--- config.mk ---
export PLATFORM = sky130hd
export DESIGN_NAME = block_rasterizer
export DESIGN_NICKNAME = d
export VERILOG_FILES = /design/src/rtl/block_rasterizer.sv
export SDC_FILE = /design/constraint.sdc
export NUM_CORES = 2
export LEC_CHECK = 0
export ABC_AREA = 0
export CORE_MARGIN = 2
export CORE_UTILIZATION = 50
export CTS_BUF_LIST = sky130_fd_sc_hd__clkbuf_4 sky130_fd_sc_hd__clkbuf_8 sky130_fd_sc_hd__clkbuf_16
export CTS_CLUSTER_DIAMETER = 60
export CTS_CLUSTER_SIZE = 16
export DETAILED_ROUTE_END_ITERATION = 12
export PLACE_DENSITY = 0.7
export RECOVER_POWER = 50
export SLEW_MARGIN = 20
export SYNTH_ARGS = -nofsm -noshare
export SYNTH_HDL_FRONTEND = slang
export SYNTH_SLANG_ARGS = --single-unit
--- constraint.sdc ---
create_clock -name clk -period 112.9 [get_ports clk]
set_input_delay 22.58 -clock clk [delete_from_list [all_inputs] [get_ports clk]]
set_output_delay 22.58 -clock clk [all_outputs]
set_load 0.02 [all_outputs]
--- src/rtl/block_rasterizer.sv ---
// block_rasterizer: buffers one 8x8 IDCT block per colour channel and streams
// the assembled pixels out in raster order (row-major) with valid/ready flow
// control. Optional macro DOUBLE_BUF_EN adds a second bank per channel so the
// next block set can be written while the current one streams out; without it
// a single bank is used and writes are refused for the whole stream.
//
// state  | meaning
// -------+-----------------------------------------------------------
// IDLE   | waiting for every channel of the read bank to be filled
// STREAM | presenting pixel idx of the read bank, advancing on handshake
module block_rasterizer #(
  parameter int CH    = 3,
  parameter int PIX_W = 8
) (
  input  logic                          clk,
  input  logic                          rst,
  input  logic                          valid_in,
  input  logic [$clog2(CH+1)-1:0]       ch_in,
  input  logic [7:0][7:0][PIX_W-1:0]    blk_in,
  output logic [CH-1:0]                 ch_full,
  output logic                          valid_out,
  input  logic                          ready_out,
  output logic [CH-1:0][PIX_W-1:0]      pix_out,
  output logic [2:0]                    row_out,
  output logic [2:0]                    col_out,
  output logic                          last_out,
  output logic                          err
);

  localparam int CHW = $clog2(CH+1);
`ifdef DOUBLE_BUF_EN
  localparam int NBANK = 2;
`else
  localparam int NBANK = 1;
`endif

  localparam logic [0:0] IDLE   = 1'b0;
  localparam logic [0:0] STREAM = 1'b1;

  logic [7:0][7:0][PIX_W-1:0] mem_q [NBANK][CH];
  logic [CH-1:0]              full_q [NBANK];
  logic [CH-1:0]              full_d [NBANK];
  logic [0:0]                 state_q, state_d;
  logic [5:0]                 idx_q, idx_d;
  logic                       wr_bank_q, wr_bank_d;
  logic                       rd_bank_q, rd_bank_d;
  logic                       err_q, err_d;

  logic [CH-1:0] ch_sel;
  logic          wr_en;
  logic          handshake;
  logic          final_hs;

  // One-hot decode of the channel index; an out-of-range index selects nothing.
  always_comb begin
    ch_sel = '0;
    for (int c = 0; c < CH; c++) begin
      if (ch_in == CHW'(c)) ch_sel[c] = 1'b1;
    end
  end

  // Write acceptance is judged against the registered (pre-clear) full flags,
  // so a write colliding with the final handshake of the same bank is refused.
  assign wr_en     = valid_in && (|ch_sel) && !(|(ch_sel & full_q[wr_bank_q]));
  assign handshake = (state_q == STREAM) && ready_out;
  assign final_hs  = handshake && (idx_q == 6'd63);

  // Next-state for full flags, bank pointers, error flag, FSM and pixel index.
  always_comb begin
    full_d    = full_q;
    wr_bank_d = wr_bank_q;
    rd_bank_d = rd_bank_q;
    state_d   = state_q;
    idx_d     = idx_q;
    err_d     = err_q | (valid_in && !wr_en);

    if (wr_en) full_d[wr_bank_q] = full_q[wr_bank_q] | ch_sel;
    if (final_hs) full_d[rd_bank_q] = '0;

`ifdef DOUBLE_BUF_EN
    // Once the write bank is complete, point writes at the other bank.
    if (wr_en && (&full_d[wr_bank_q])) wr_bank_d = ~wr_bank_q;
    if (final_hs) rd_bank_d = ~rd_bank_q;
`endif

    case (state_q)
      IDLE: begin
        // Using the next-state flags gives one cycle from last write to (0,0).
        if (&full_d[rd_bank_q]) begin
          state_d = STREAM;
          idx_d   = '0;
        end
      end
      default: begin
        if (handshake) idx_d = idx_q + 6'd1;
        if (final_hs) begin
          idx_d = '0;
          if (!(&full_d[rd_bank_d])) state_d = IDLE;
        end
      end
    endcase
  end

  // Control state with asynchronous active-low reset.
  always_ff @(posedge clk or negedge rst) begin
    if (!rst) begin
      state_q   <= IDLE;
      idx_q     <= '0;
      full_q    <= '{default: '0};
      wr_bank_q <= 1'b0;
      rd_bank_q <= 1'b0;
      err_q     <= 1'b0;
    end else begin
      state_q   <= state_d;
      idx_q     <= idx_d;
      full_q    <= full_d;
      wr_bank_q <= wr_bank_d;
      rd_bank_q <= rd_bank_d;
      err_q     <= err_d;
    end
  end

  // Block storage is not reset; its contents only matter behind a full flag.
  always_ff @(posedge clk) begin
    for (int c = 0; c < CH; c++) begin
      if (wr_en && ch_sel[c]) mem_q[wr_bank_q][c] <= blk_in;
    end
  end

  // Read mux: one sample per channel at the current raster position.
  always_comb begin
    for (int c = 0; c < CH; c++) begin
      pix_out[c] = mem_q[rd_bank_q][c][idx_q[5:3]][idx_q[2:0]];
    end
  end

  assign valid_out = (state_q == STREAM);
  assign last_out  = valid_out && (idx_q == 6'd63);
  assign row_out   = idx_q[5:3];
  assign col_out   = idx_q[2:0];
  assign ch_full   = full_q[wr_bank_q];
  assign err       = err_q;

endmodule

==> impl_metrics.ini <==
[floorplan]
rows = 136
initial_utilization_pct = 50.34
chipHeight_um = 376.1
die_area_um2 = 141400
fp.dieW_um = 376.1
fp.coreArea_um2 = 137500
ioPinCount = 554

[routing]
wl_per_cell_um = 28.65
final_antenna_net_count = 0
firstDrtPassIters = 5
vias_per_cell = 5.787
drt_wl_total_um = 187300
vias = 37842
drc = 0
initialDrtViolationCount = 4447

[worst_setup_path]
r2r_end = mem_q[0][1026]$_DFFE_PP_
r2r_slack_ns = 97.75
worstPathRequired_ns = 113.03
critPathSlowestCell = clkbuf_1
r2r_cells = 3
worstSetupPathType = input port to register
path_cells = dlygate4sd3_1 -> nor2b_1 -> nor3b_1 -> clkbuf_1 -> clkbuf_1
timing.critical_path.mode_cell = clkbuf_1
endpoint_kind = register
crit_arrival_ns = 37.56
cp-start-kind = input port
path_max_fanout = 164
crit_family = buffers and inverters
critPathBufInv = 3
cpPeakStageDelay_ns = 6.79
reg2reg_from = full_q[0]$_DFF_PN0_

[sta]
finalWorstSetupSlack_ns = 75.47
finalHoldViolations = 0
fin_skew_ns = 0.03635
worstMarginPinSlew_ns = 10.02
maxSlewHeadroom_pct = -568.2
fin_hold_ws_ns = 0.4731
rsz0062_at_grt = no
fin_crit_ns = 37.43
report.final.slew_viol_count = 1829
max_freq_mhz = 26.72
tns_ns = 0
setup_viol = 0
period_share_pct = 33.15

[finish]
num-fill-cells = 10431
multi_input_area_um2 = 21490
layout-drive-gt1-share_pct = 14.39
final_nets = 5157
regArea_um2 = 46410
syn2layout_area_growth_pct = 15.99

[grt]
grt_first_pass_wirelength_um = 265600
grt_overflow = 0
grt_pass1_vias = 37253
antenna_found_initial = 46
grt_use_total_pct = 26.54
grt_max_degree = 249

[cts]
root_buffer = clkbuf_16
hold_buffers = 0
htreeDepth = 4
clockBufferDepth = 3
cts_inserted_buffers = 131
clock-sinks = 1547
post_cts_buffers = 0
cts_resized = 0
clk_latency_ns = 0.79
cts_tree = built
clk_transition_reported_paths_ns = 0.07

[power]
pwr_density_cell_nw_per_um2 = 19.41
power_leakage_nw = 26.31
irDropWorstVdd_mv = 0.01771

[status]
violations = max-capacitance violations, max-slew violations
outcome = complete, but fails checks

[synth]
synth-seq-area-share_pct = 67.03
yosysWarnings = 0
syn_avg_cell_area_um2 = 16.45
syn_area_um2 = 69220
ys_seq_elements = 1547
async_flop_share_pct = 0.7111
postSynthNetCount = 4728
synth_edf_count = 1536
syn_inst = 4209
synth_ff_type = edfxtp_1
yosys.cell_types.count = 44

[flow_run]
maxCapViolations = 20

[placement]
hpwl_um = 132000
pre_cts_ws_ns = 84.12
place_congestion = 0.8646
portBuffers = 553

[hold_path]
hold_end = err$_DFF_PN0_
hold_class = register to register
min_from = err$_DFF_PN0_
holdPathStages = 1
[where the power goes]
group	switching [W]	total, W	leakage, nW	internal (W)
Combinational	0.000278	0.000469	9.80	0.000191
Sequential	0.0000109	0.000638	14.5	0.000627
Clock	0.000213	0.000451	2.02	0.000238
Total	0.000502	0.00156	26.3	0.00106
[metal layers]
layer / global-route usage (%) / up-vias / part of all wire, %
met2: 40.72 / 1552 / 47
met1: 37.68 / 19376 / 41
li1: - / 16639 / -
met4: 7.721 / 32 / 2.3
met5: 0 / - / 0.11
met3: 6.887 / 243 / 9.6
[logic make-up after synthesis]
| kind of cell | synth area share [%] |
|---|---|
| AO/OA/AOI/OAI | 2.196 |
| XOR/XNOR | 0.02531 |
| adder cells (fa/ha/maj) | 0.01807 |
| buffers and inverters | 2.086 |
| flip-flops | 67.03 |
| multiplexers | 14.07 |
| AND/OR/NAND/NOR | 14.57 |
[sequential cells by signal (all words and copies together), names as in the netlist]
signal / count
err: 1
full_q: 3
idx_q: 6
mem_q: 1536
valid_out: 1
[synthesized netlist by cell type, drive strengths merged, types with 2 or more instances]
library cell | number | area share (%)
a2111oi | 17 | 0.22
a211oi | 7 | 0.076
a21oi | 30 | 0.22
a221o | 18 | 0.26
a22o | 7 | 0.089
a22oi | 42 | 0.46
a41o | 17 | 0.25
and2 | 1537 | 14
and3b | 2 | 0.025
buf | 87 | 0.84
clkbuf | 228 | 1.2
dfrtp | 11 | 0.40
edfxtp | 1536 | 67
inv | 2 | 0.011
mux2 | 46 | 0.75
mux2i | 89 | 1.3
mux4 | 370 | 12
nand2 | 52 | 0.28
nand2b | 4 | 0.036
nand3 | 19 | 0.14
nor2 | 6 | 0.036
nor2b | 7 | 0.063
nor3b | 2 | 0.022
o21ai | 8 | 0.058
o221ai | 21 | 0.27
o22ai | 31 | 0.28
or2 | 2 | 0.018
[cell type report]
cell class | count | share of cell area, %
well taps | 1794 | 2.796
repair buffers | 611 | 7.400
multi-input cells | 2345 | 26.76
clock buffers | 149 | 4.333
diodes | 28 | 0.08727
inverters | 2 | 0.009351
clock inverters | 63 | 0.8042
flip-flops and latches | 1547 | 57.81
[stage by stage]
| step | power (W) | instance area [um^2] | std cells | utilization, % |
|---|---|---|---|---|
| floorplan | 0.0009142 | 69220 | 4209 | - |
| global placement | 0.001120 | 76210 | 6298 | 55.43 |
| detailed placement | 0.001120 | 76210 | 6298 | 55.43 |
| CTS | 0.001566 | 80340 | 6510 | 58.43 |
| global route | 0.001603 | 80250 | 6524 | 58.36 |
| finish | 0.001558 | 80280 | 6539 | 58.39 |
[worst max path at each step]
stage,start,end,slack [ns],cells after the start
2_1_floorplan,valid_in,mem_q[0][1024]$_DFFE_PP_,51.12,2
3_3_place_gp,idx_q[3]$_DFFE_PN0P_,pix_out[10],84.05,9
3_5_place_dp,idx_q[3]$_DFFE_PN0P_,pix_out[10],84.12,9
4_1_cts,idx_q[3]$_DFFE_PN0P_,pix_out[10],83.24,9
5_1_grt,valid_in,mem_q[0][1154]$_DFFE_PP_,74.40,5
6_report,valid_in,mem_q[0][1026]$_DFFE_PP_,75.47,5
[cells in the final DEF (no fill, tap or decap), types with 17 or more instances in the layout]
cell type        instances
diode_2                 28
and2_0                 433
clkbuf_16              134
nand3_1                 19
a21oi_1                 30
nand2_1                 52
mux2i_1                 89
o22ai_1                 31
mux2_2                  46
a41o_1                  17
clkbuf_1                19
edfxtp_1              1536
a22oi_1                 42
o221ai_1                21
and2_1                1103
buf_4                   35
mux4_2                 370
clkdlybuf4s50_1        544
a221o_1                 18
Note: power is estimated with default switching activity, not from simulation.
